==> config.mk <==
export PLATFORM = sky130hd
export DESIGN_NAME = mult_wb_arbiter
export DESIGN_NICKNAME = d
export VERILOG_FILES = /design/src/rtl/mult_wb_arbiter.sv
export SDC_FILE = /design/constraint.sdc
export NUM_CORES = 1
export LEC_CHECK = 0
export ABC_AREA = 1
export BUFFER_PORTS_ARGS = -buffer_cell sky130_fd_sc_hd__buf_2
export CAP_MARGIN = 20
export CORE_MARGIN = 2
export CORE_UTILIZATION = 40
export DETAILED_ROUTE_END_ITERATION = 10
export HOLD_SLACK_MARGIN = 0.15
export PLACE_DENSITY = 0.54
export RECOVER_POWER = 25
export SYNTH_ARGS = -nofsm -noshare
export SYNTH_HDL_FRONTEND = slang
export SYNTH_SLANG_ARGS = --single-unit
==> constraint.sdc <==
create_clock -name clk -period 3.9 [get_ports clk]
set_input_delay 0.78 -clock clk [delete_from_list [all_inputs] [get_ports clk]]
set_output_delay 0.78 -clock clk [all_outputs]
set_load 0.02 [all_outputs]
==> src/rtl/mult_wb_arbiter.sv <==
// -----------------------------------------------------------------------------
// mult_wb_arbiter
//
// Merges the M5 multiplier result stream with the main-pipeline writeback
// into the single register-file write port. The main pipeline always wins.
// Multiplier results that lose arbitration wait in an in-order FIFO and drain
// when the main pipeline is idle. A younger main write to the same register
// invalidates older queued (or incoming) multiplier results, so WAW ordering
// holds. Multiply issue is stalled early enough that every result already in
// M1..M5 still fits in the FIFO.
//
// Ports:
//   clk            in   clock, rising edge
//   reset          in   asynchronous, active-high
//   mult_regwrite  in   M5 result valid
//   mult_wreg      in   M5 destination register
//   mult_result    in   M5 result data
//   mult_zero      in   M5 zero flag
//   mult_overflow  in   M5 overflow flag (result is discarded)
//   main_wen       in   main-pipeline writeback enable
//   main_wreg      in   main-pipeline destination register
//   main_wdata     in   main-pipeline write data
//   rf_wen         out  register-file write enable (registered)
//   rf_waddr       out  register-file write address (registered, holds)
//   rf_wdata       out  register-file write data (registered, holds)
//   mult_zero_out  out  zero flag of a mult-sourced write, 0 otherwise
//   mult_stall     out  hold multiply issue (registered)
//   ovf_exc        out  one-cycle pulse: mult result discarded on overflow
//   drop_err       out  sticky: mult result lost on a full FIFO
// -----------------------------------------------------------------------------
module mult_wb_arbiter #(
  parameter int REG_SIZE   = 32,
  parameter int REG_ADDR   = 5,
  parameter int FIFO_DEPTH = 8,
  parameter int INFLIGHT   = 5
) (
  input  logic                clk,
  input  logic                reset,
  input  logic                mult_regwrite,
  input  logic [REG_ADDR-1:0] mult_wreg,
  input  logic [REG_SIZE-1:0] mult_result,
  input  logic                mult_zero,
  input  logic                mult_overflow,
  input  logic                main_wen,
  input  logic [REG_ADDR-1:0] main_wreg,
  input  logic [REG_SIZE-1:0] main_wdata,
  output logic                rf_wen,
  output logic [REG_ADDR-1:0] rf_waddr,
  output logic [REG_SIZE-1:0] rf_wdata,
  output logic                mult_zero_out,
  output logic                mult_stall,
  output logic                ovf_exc,
  output logic                drop_err
);

  localparam int PW = $clog2(FIFO_DEPTH);
  localparam int CW = PW + 1;
  localparam logic [CW-1:0] FULL_CNT  = CW'(FIFO_DEPTH);
  localparam logic [CW-1:0] STALL_CNT = CW'(FIFO_DEPTH - INFLIGHT);

  // FIFO storage: valid bits are control state, payload is plain storage.
  logic [FIFO_DEPTH-1:0] ent_valid_q, ent_valid_d;
  logic [REG_ADDR-1:0]   ent_wreg_q [FIFO_DEPTH];
  logic [REG_SIZE-1:0]   ent_data_q [FIFO_DEPTH];
  logic                  ent_zero_q [FIFO_DEPTH];

  logic [PW-1:0] rd_ptr_q, rd_ptr_d;
  logic [PW-1:0] wr_ptr_q, wr_ptr_d;
  logic [CW-1:0] count_q, count_d;

  logic                rf_wen_q, rf_wen_d;
  logic [REG_ADDR-1:0] rf_waddr_q, rf_waddr_d;
  logic [REG_SIZE-1:0] rf_wdata_q, rf_wdata_d;
  logic                zero_out_q, zero_out_d;
  logic                stall_q, stall_d;
  logic                ovf_q, ovf_d;
  logic                drop_q, drop_d;

  logic main_req, mult_req, kill_in;
  logic fifo_empty, fifo_full;
  logic do_pop, do_bypass, want_push, do_push, do_drop;
  logic [FIFO_DEPTH-1:0] kill_mask;

  // ---------------------------------------------------------------------------
  // Request qualification and arbitration
  // ---------------------------------------------------------------------------
  assign main_req   = main_wen && (main_wreg != '0);
  assign mult_req   = mult_regwrite && (mult_wreg != '0) && !mult_overflow;
  // An incoming mult result to the same register is older than the main write.
  assign kill_in    = main_req && (mult_wreg == main_wreg);
  assign fifo_empty = (count_q == '0);
  assign fifo_full  = (count_q == FULL_CNT);

  assign do_pop    = !main_req && !fifo_empty;
  // Bypass only with an empty FIFO, otherwise arrival order would break.
  assign do_bypass = !main_req && fifo_empty && mult_req;
  assign want_push = mult_req && !do_bypass && !kill_in;
  // A full FIFO still accepts a push when the head leaves in the same cycle.
  assign do_push   = want_push && (!fifo_full || do_pop);
  assign do_drop   = want_push && fifo_full && !do_pop;

  always_comb begin
    kill_mask = '0;
    for (int i = 0; i < FIFO_DEPTH; i++) begin
      kill_mask[i] = main_req && (ent_wreg_q[i] == main_wreg);
    end
  end

  // NOTE: every signal gets a default at the top of the block so no path
  // leaves it unassigned and no latch is inferred.
  always_comb begin
    rf_wen_d   = 1'b0;
    rf_waddr_d = rf_waddr_q;
    rf_wdata_d = rf_wdata_q;
    zero_out_d = 1'b0;

    if (main_req) begin
      rf_wen_d   = 1'b1;
      rf_waddr_d = main_wreg;
      rf_wdata_d = main_wdata;
    end else if (do_pop) begin
      // A killed head is popped silently; address and data keep their values.
      if (ent_valid_q[rd_ptr_q]) begin
        rf_wen_d   = 1'b1;
        rf_waddr_d = ent_wreg_q[rd_ptr_q];
        rf_wdata_d = ent_data_q[rd_ptr_q];
        zero_out_d = ent_zero_q[rd_ptr_q];
      end
    end else if (do_bypass) begin
      rf_wen_d   = 1'b1;
      rf_waddr_d = mult_wreg;
      rf_wdata_d = mult_result;
      zero_out_d = mult_zero;
    end
  end

  // ---------------------------------------------------------------------------
  // FIFO bookkeeping and status
  // ---------------------------------------------------------------------------
  always_comb begin
    ent_valid_d = ent_valid_q & ~kill_mask;
    if (do_push) ent_valid_d[wr_ptr_q] = 1'b1;

    // Pointers wrap naturally because FIFO_DEPTH is a power of two.
    rd_ptr_d = do_pop  ? rd_ptr_q + PW'(1) : rd_ptr_q;
    wr_ptr_d = do_push ? wr_ptr_q + PW'(1) : wr_ptr_q;

    count_d = count_q;
    if (do_push && !do_pop)      count_d = count_q + CW'(1);
    else if (do_pop && !do_push) count_d = count_q - CW'(1);

    // Stall leaves room for every result already in flight behind it.
    stall_d = (count_d >= STALL_CNT);
    ovf_d   = mult_regwrite && mult_overflow;
    drop_d  = drop_q || do_drop;
  end

  // NOTE: sequential state uses non-blocking assignments so every register
  // samples the pre-edge values of the others.
  always_ff @(posedge clk or posedge reset) begin
    if (reset) begin
      ent_valid_q <= '0;
      rd_ptr_q    <= '0;
      wr_ptr_q    <= '0;
      count_q     <= '0;
      rf_wen_q    <= 1'b0;
      rf_waddr_q  <= '0;
      rf_wdata_q  <= '0;
      zero_out_q  <= 1'b0;
      stall_q     <= 1'b0;
      ovf_q       <= 1'b0;
      drop_q      <= 1'b0;
    end else begin
      ent_valid_q <= ent_valid_d;
      rd_ptr_q    <= rd_ptr_d;
      wr_ptr_q    <= wr_ptr_d;
      count_q     <= count_d;
      rf_wen_q    <= rf_wen_d;
      rf_waddr_q  <= rf_waddr_d;
      rf_wdata_q  <= rf_wdata_d;
      zero_out_q  <= zero_out_d;
      stall_q     <= stall_d;
      ovf_q       <= ovf_d;
      drop_q      <= drop_d;
    end
  end

  // NOTE: the payload array is deliberately not reset; the cleared valid bits
  // and zero count make stale payload unreachable, and a resettable array
  // would cost a reset mux per storage bit.
  always_ff @(posedge clk) begin
    if (do_push) begin
      ent_wreg_q[wr_ptr_q] <= mult_wreg;
      ent_data_q[wr_ptr_q] <= mult_result;
      ent_zero_q[wr_ptr_q] <= mult_zero;
    end
  end

  assign rf_wen        = rf_wen_q;
  assign rf_waddr      = rf_waddr_q;
  assign rf_wdata      = rf_wdata_q;
  assign mult_zero_out = zero_out_q;
  assign mult_stall    = stall_q;
  assign ovf_exc       = ovf_q;
  assign drop_err      = drop_q;

endmodule

Yosys cells after proc, flatten, opt, wreduce, memory -nomap -nowiden:

Memory sizes are Yosys's and may differ from the RTL's.
Cells that the tools add are included.

* bits in registers: 60
* latch bits: 0
* memory bits (writable): 304
* memory bits (read-only): 0
* input bits: 80
* memories kept: 3

* add/subtract/negate cells: 4
* $mul: 0
* divide/modulo/power cells: 0
* order comparisons: 4
* equal/unequal tests: 11
* shift operators: 0
* multiplexer cells: 25
* bitwise gates (word level): 3
* reduce and logical (&&, ||, !) cells: 39

Memories
* ent_data_q: depth 8, bits a word 32, read ports 1, clocked after Yosys merged registers in 0, write ports 1, line 64 `logic [REG_SIZE-1:0] ent_data_q [FIFO_DEPTH];`
* ent_wreg_q: depth 8, bits a word 5, read ports 9, clocked after Yosys merged registers in 0, write ports 1, line 63 `logic [REG_ADDR-1:0] ent_wreg_q [FIFO_DEPTH];`
* ent_zero_q: depth 8, bits a word 1, read ports 1, clocked after Yosys merged registers in 0, write ports 1, line 65 `logic ent_zero_q [FIFO_DEPTH];`

Operator list (number)
* $mux 32: 4
* $eq 5x5->1: 9
* $logic_and 1x1->1: 24
* $mux 5: 4
* $mux 1: 12
* $reduce_bool 5->1: 2
* $and 8x8->8: 1
* $logic_not 1->1: 8
* $lt 3x4->1 const B: 2
* $mux 4: 2
* $mux 8: 1
* $not 8->8: 1
* $or 8x8->8: 1
* $add 3x1->3 const B: 2
* $add 4x1->4 const B: 1
* $eq 4x4->1 const B: 1
* $ge 4x2->1 const B: 1
* $logic_not 4->1: 1
* $sub 4x1->4 const B: 1
* $bmux 1 s3: 1
* $demux 1 s3: 1
* $ge 3x1->1 const B: 1
* $ne 3x2->1 const B: 1
* $reduce_bool 3->1: 1
* 2 further kinds: 3

Depth between registers and ports, before layout:

Gate-level depths: netlist of the first run.

* word-level depth: 14
* gate-level depth with buffers: 14

Worst setup path before layout of the first run:

OpenSTA, ideal clock, no wires.

* kind: input-to-reg
* from: in main_wreg[3]
* to: mem ent_data_q[0][0], enable pin
* arrival: 3.368 ns
* required time: 3.467 ns
* setup slack: 0.099 ns
* cell stages on the path: 10
* buffers on the path: 1
* cell sequence: inv_1 -> nand3_1 -> nand2_2 -> inv_2 -> nor2_4 -> nor2_1 -> nand3_1 -> or2_1 -> buf_2 -> nor2_1

* cells in the longest elaborated chain, start to end: 11
* elaborated cells between the ends (all ways): 16
* those cells by class: eq/ne: 1; mux: 2; reduce/logical: 13

Ends and longest elaborated chain
* from (decl): line 45 `input logic [REG_ADDR-1:0] main_wreg,`
* $reduce_bool 5->1: line 87 `assign main_req = main_wen && (main_wreg != '0);`
* $logic_and 1x1->1: line 87
* $logic_not 1->1: line 94, 96
* $logic_and 1x1->1 (2 in a row): line 96 `assign do_bypass = !main_req && fifo_empty && mult_req;`
* $logic_not 1->1: line 97 `assign want_push = mult_req && !do_bypass && !kill_in;`
* $logic_and 1x1->1 (2 in a row): line 97
* $logic_and 1x1->1 *: line 99 `assign do_push = want_push && (!fifo_full || do_pop);`
* $mux 1 *: line 192 `if (do_push) begin`
* $mux 1 (not written as such) *: line 194 `ent_data_q[wr_ptr_q] <= mult_result;`
* to (decl): line 64

Mark *: on every way between the ends. The rest lies on a longest branch, timed or not.

Worst setup path in the final report of the first run:

* from: in main_wreg[3]
* to: mem ent_data_q[3][5], enable pin

The elaborated chain is that of the path after synthesis.

==> results of run 1 <==
-- report_power, final --
group | switching, mW | internal [mW]
clock network | 1.51 | 2.25
logic | 3.01 | 1.29
registers | 0.354 | 4.78
total | 4.87 | 8.32
-- final timing paths --
kind                            cells after the start          start  slack [ps]               end
worst min register to register                      2    rf_waddr[1]         460       rf_waddr[1]
max in group asynchronous                           4          reset        2620       rd_ptr_q[1]
worst max-delay path                               12   main_wreg[3]        1050  ent_data_q[3][5]
worst min-delay path                                2          reset         300       rf_waddr[1]
worst max register to register                     12     count_q[0]        1080  ent_data_q[3][5]
min in group clk                                    3  mult_regwrite         460           ovf_exc
-- synth_stat cells, types with 13 or more instances --
cell type  number  share of area, %
edfxtp_1      304                60
xor2_1         18               1.0
o221ai_1       34               1.9
inv_1          25              0.61
o211ai_1       34               1.7
a21oi_1        13              0.43
clkbuf_1       40              0.98
nor2_1        182               4.5
buf_2          32               1.0
o21ai_0       173               5.7
dfrtp_1        60               9.8
o22ai_1        44               1.8
nand2_1       207               5.1
nand3_1        41               1.3
xnor2_1        29               1.7
-- logic make-up (layout without fill, tap and decap cells) --
logic type               Yosys count  after routing  share of synthesized area (%)
AO/OA/AOI/OAI                    324            324                          12.73
XOR/XNOR                          47             47                          2.695
adder cells (fa/ha/maj)            4              4                         0.3277
buffers and inverters            114            256                          3.334
flip-flops                       364            364                          69.61
AND/OR/NAND/NOR                  439            439                          11.31
-- area by class of cell --
class,instances,area [um2]
clock buffer,55,1139
clock inverter,17,178.9
fill,3492,19900
inverter,32,123.9
multi-input combinational,814,4193
sequential,364,10640
tap,511,639.4
timing repair buffer,152,853.3
-- layer usage --
layer	global-route usage, %	vias to the layer above	share of wire, %
met1	28.62	5136	45
met2	33.44	322	47
met4	5.432	2	2.2
met3	3.021	60	5.7
met5	0	-	0.028
li1	-	4891	-
-- sequential cells by signal, indices dropped and copies added, names as in the netlist --
name           count
mult_stall         1
ent_wreg_q        40
rd_ptr_q           3
rf_waddr           5
ent_valid_q        8
ent_zero_q         8
drop_err           1
wr_ptr_q           3
ent_data_q       256
rf_wen             1
mult_zero_out      1
count_q            4
rf_wdata          32
ovf_exc            1
-- worst max-delay path: stages --
cell     delay [ps]
buf_2           270
inv_1           100
nand3_1         110
nand2_2          60
inv_2           260
nor2_4           50
nor2_1          120
nand3_1         130
inv_1           130
nand2_1         300
nor2_4          440
buf_12          270
==> results.ini, run 1 <==
[logic_synthesis]
syn_nets = 1376
async_reset_ff_share_pct = 16.48
synth_ff_type = edfxtp_1
synth_cell_types = 35
ys_seq_area_share_pct = 69.61
yosysWarnings = 0
synth_area_per_cell_um2 = 11.82
synth_edf_count = 304
syn_area_um2 = 15270
synth_seq_cells = 364
syn_inst = 1292

[drt]
routedWlPerCell_um = 20.46
via_count = 10410
ant_nets = 0
drc = 0
drtIter0Drc = 675
first_pass_iters = 5
viasPerCell = 5.353
routed_wl_mm = 39.79

[clock_network]
cts_buffer_depth = 3
path_clk_slew_ps = 60
cts_buffers = 39
cts_resized = 0
insertion_delay_ps = 530
clock-sinks = 364
cts_setup_buffers = 0
h-tree-depth = 2
cts_hold_buf = 0
cts_tree = yes
clock-root-buffer = clkbuf_16

[worst_setup_path]
cp.arrival_ps = 3070
worstSetupStartpointType = input pin
worstPathRequired_ps = 4110
critPathKind = input pin to flop
worstPathMaxFanout = 29
cp-end-kind = flop

[layout]
utilization_pct = 47.16
nNetsFinal = 1487
post-route-cell-area_um2 = 17760
finalNonFillerCells = 1945
final_common_cell = edfxtp_1
diodes = 0
drive_gt1_share_pct = 14.85
final_cell_mix = edfxtp_1, nand2_1, nor2_1
area_growth_pct = 16.30

[global_routing]
antenna_found_initial = 1
grt_max_degree = 113
grt_use_total_pct = 20.43
grt_pass1_wl_mm = 61.25
grt_pass1_vias = 10250
grt_overflow = 0

[timing]
fin_skew_ps = 16.73
holdWs_ps = 300.0
relSlewSlack_pct = 33.12
fin_tns_setup_ps = 0
finalSetupViolCount = 0
finalCriticalPeriod_ps = 2852
drv_slew = 0
rsz0062_at_grt = no
hold_viol = 0
max_freq_ghz = 0.3506
setup_slack_ps = 1048
fin_crit_sh_pct = 73.13
worst_pin_slew_ps = 1003

[power]
finalPower_mw = 13.19
vdd_ir_drop_max_mv = 0.3585
p_leak_nw = 6.373
p_per_area_nw_per_um2 = 742.4

[place]
postPlaceCellArea_um2 = 16460
dp_slack_ps = 532.6
gp_congestion = 0.8271
dpl.hpwl_mm = 23.51
place_inst = 1872
portBuffers = 121

[die]
die-area_um2 = 39760
floorplan.initialDensity_pct = 40.55
die_h_um = 199.4
coreArea_um2 = 37670
io_pins = 122
die_w_um = 199.4
rows = 71

[run]
cap_violations = 0

[run_status]
status = completed

[worst_hold_path]
hp-class = input pin to asynchronous set/reset pin

Note: power is estimated with default switching activity, not from simulation.
==> run 2: changes to the inputs <==
==> constraint.sdc (replaced) <==
create_clock -name clk -period 2.9 [get_ports clk]
set_input_delay 0.58 -clock clk [delete_from_list [all_inputs] [get_ports clk]]
set_output_delay 0.58 -clock clk [all_outputs]
set_load 0.02 [all_outputs]
==> results.ini, run 2 (synthesized netlist as in run 1, its figures left out) <==
[run_status]
status = completed  ; unchanged

[global_routing]
grt_max_degree = 104  ; was 113
grt_use_total_pct = 20.60  ; was 20.43%
grt_pass1_wl_mm = 61.66  ; was 61.25 mm
antenna_found_initial = 3  ; was 1
grt_overflow = 0  ; unchanged
grt_pass1_vias = 10160  ; was 10250

[worst_setup_path]
critPathKind = flop to flop  ; was input pin to flop
worstPathMaxFanout = 19  ; was 29
crit_chain = inv_1, ha_1, nand2_2, nor2_1, inv_2, nor2_4, nor2_1, nand3_1, inv_1, nand2_1, nor2_4, buf_12  ; was buf_2, inv_1, nand3_1, nand2_2, inv_2, nor2_4, nor2_1, nand3_1, inv_1, nand2_1, nor2_4, buf_12
cp-end-kind = flop  ; unchanged
cp.arrival_ps = 2790  ; was 3070 ps
critPathMaxStageDelay_ps = 400  ; was 440 ps
crit_slowest_cell = dfrtp_1  ; was nor2_4
worstPathRequired_ps = 3130  ; was 4110 ps
worstSetupStartpointType = flop  ; was input pin

[die]
floorplan.initialDensity_pct = 40.55  ; unchanged
die_h_um = 199.4  ; unchanged
die_w_um = 199.4  ; unchanged
die-area_um2 = 39760  ; unchanged
coreArea_um2 = 37670  ; unchanged
io_pins = 122  ; unchanged
rows = 71  ; unchanged

[layout]
final_common_cell = edfxtp_1  ; unchanged
diodes = 0  ; unchanged
drive_gt1_share_pct = 15.56  ; was 14.85%
final_cell_mix = edfxtp_1, nand2_1, nor2_1  ; unchanged
fillCellCount = 3453  ; was 3492
area_growth_pct = 18.54  ; was 16.30%
multiInputGateArea_um2 = 4193  ; unchanged
largest_register = ent_data_q  ; unchanged
finalNonFillerCells = 1963  ; was 1945
largest_register_ff_count = 256  ; unchanged
nNetsFinal = 1506  ; was 1487
regArea_um2 = 10640  ; unchanged

[power]
p_leak_nw = 6.501  ; was 6.373 nW
p_clk_share_pct = 28.9  ; was 28.5%
p_int_mw = 11.57  ; was 8.320 mW
swShare_pct = 36.48  ; was 36.91%
finalPower_mw = 18.21  ; was 13.19 mW
sequentialPowerShare_pct = 37.4  ; was 39.0%
p_per_area_nw_per_um2 = 1006  ; was 742.4 nW/um2
p_comb_share_pct = 33.7  ; was 32.6%
vdd_ir_drop_max_mv = 0.5141  ; was 0.3585 mV
power.switching_mw = 6.644  ; was 4.867 mW

[clock_network]
cts_hold_buf = 0  ; unchanged
insertion_delay_ps = 530  ; about the same
path_clk_slew_ps = 60  ; about the same
clock-root-buffer = clkbuf_16  ; unchanged
cts_buffer_depth = 3  ; unchanged
cts_resized = 0  ; unchanged
clock-sinks = 364  ; unchanged
h-tree-depth = 2  ; unchanged
cts_buffers = 41  ; was 39
cts_setup_buffers = 0  ; unchanged
cts_tree = yes  ; unchanged

[timing]
worst_pin_slew_ps = 788.6  ; was 1003 ps
hold_viol = 0  ; unchanged
finalSetupViolCount = 0  ; unchanged
setup_slack_ps = 339.8  ; was 1048 ps
drv_slew = 0  ; unchanged
finalCriticalPeriod_ps = 2560
fin_crit_sh_pct = 88.28
fin_skew_ps = 21.50  ; was 16.73 ps
holdWs_ps = 174.3  ; was 300.0 ps
relSlewSlack_pct = 47.37  ; was 33.12%
rsz0062_at_grt = no  ; unchanged
max_freq_ghz = 0.3906

[drt]
drc = 0  ; unchanged
routedWlPerCell_um = 20.48  ; was 20.46 um
viasPerCell = 5.297  ; was 5.353
drtIter0Drc = 724  ; was 675
ant_nets = 0  ; unchanged
via_count = 10400  ; was 10410
first_pass_iters = 6  ; was 5
routed_wl_mm = 40.20  ; was 39.79 mm

[place]
gp_congestion = 0.8798  ; was 0.8271
place_inst = 1890  ; was 1872
dp_slack_ps = 189.0  ; was 532.6 ps
portBuffers = 121  ; unchanged
dpl.hpwl_mm = 24.37  ; was 23.51 mm

[worst_hold_path]
hp-class = input pin to asynchronous set/reset pin  ; unchanged

[run]
cap_violations = 0  ; unchanged

==> run 2: cell count changes in the layout (fill, tap and decap cells not counted), moves of 3 or more <==
cell,delta
clkbuf_8,-6
bufinv_16,+3
clkinvlp_4,+3
buf_12,+13
clkinv_2,-4
clkinv_1,+7
buf_4,+4
==> run 2: layout make-up <==
type,instances,share of cell area (%)
Clock buffer,47,5.909
Clock inverter,26,1.659
Inverter,32,0.6842
Multi-Input combinational cell,814,23.16
Sequential cell,364,58.75
Tap cell,511,3.532
Timing Repair Buffer,169,6.310
==> run 2: path summary, 6_finish.rpt <==
check / start / end / slack [ps] / cells past startpoint
worst max-delay path: count_q[0] / ent_data_q[3][22] / 340 / 12
worst min-delay path: reset / rf_waddr[1] / 170 / 2
worst max register to register: count_q[0] / ent_data_q[3][22] / 340 / 12
worst min register to register: rf_wdata[24] / rf_wdata[24] / 470 / 2
max in group asynchronous: reset / rf_wdata[10] / 2020 / 3
min in group clk: mult_regwrite / ovf_exc / 270 / 3
==> run 2: through the flow <==
| stage | setup TNS [ps] | area (um2) | utilization, % |
|---|---|---|---|
| final | 0 | 18100 | 48.06 |
| after global routing | 0 | 18100 | 48.06 |
| after CTS | 0 | 18140 | 48.16 |
| after detailed placement | 0 | 16770 | 44.52 |
| after global placement | 0 | 16770 | 44.52 |
| after floorplan | -88710 | 15300 | - |
==> run 2: power groups by stage <==
stage	sequential, mW	clock (mW)	combinational [mW]
after floorplan	7.16	0	3.76
after global placement	6.91	0	6.15
after detailed placement	6.92	0	6.20
after CTS	6.82	5.34	6.24
after global routing	6.90	5.57	6.85
final	6.82	5.26	6.13
==> run 2: worst max-delay path, delay by kind of cell (launching register included) <==
family / cells / cell delay, ps
buffers and inverters: 4 / 540
flip-flops: 1 / 400
AND/OR/NAND/NOR: 7 / 1070
adder cells (fa/ha/maj): 1 / 220
==> run 2: per-layer routing <==
metal | GRT usage (%) | routed length, um
met1 | 29.23 | 18310
met2 | 33.38 | 18820
met3 | 3.241 | 2233
met4 | 4.911 | 788
met5 | 0 | 52
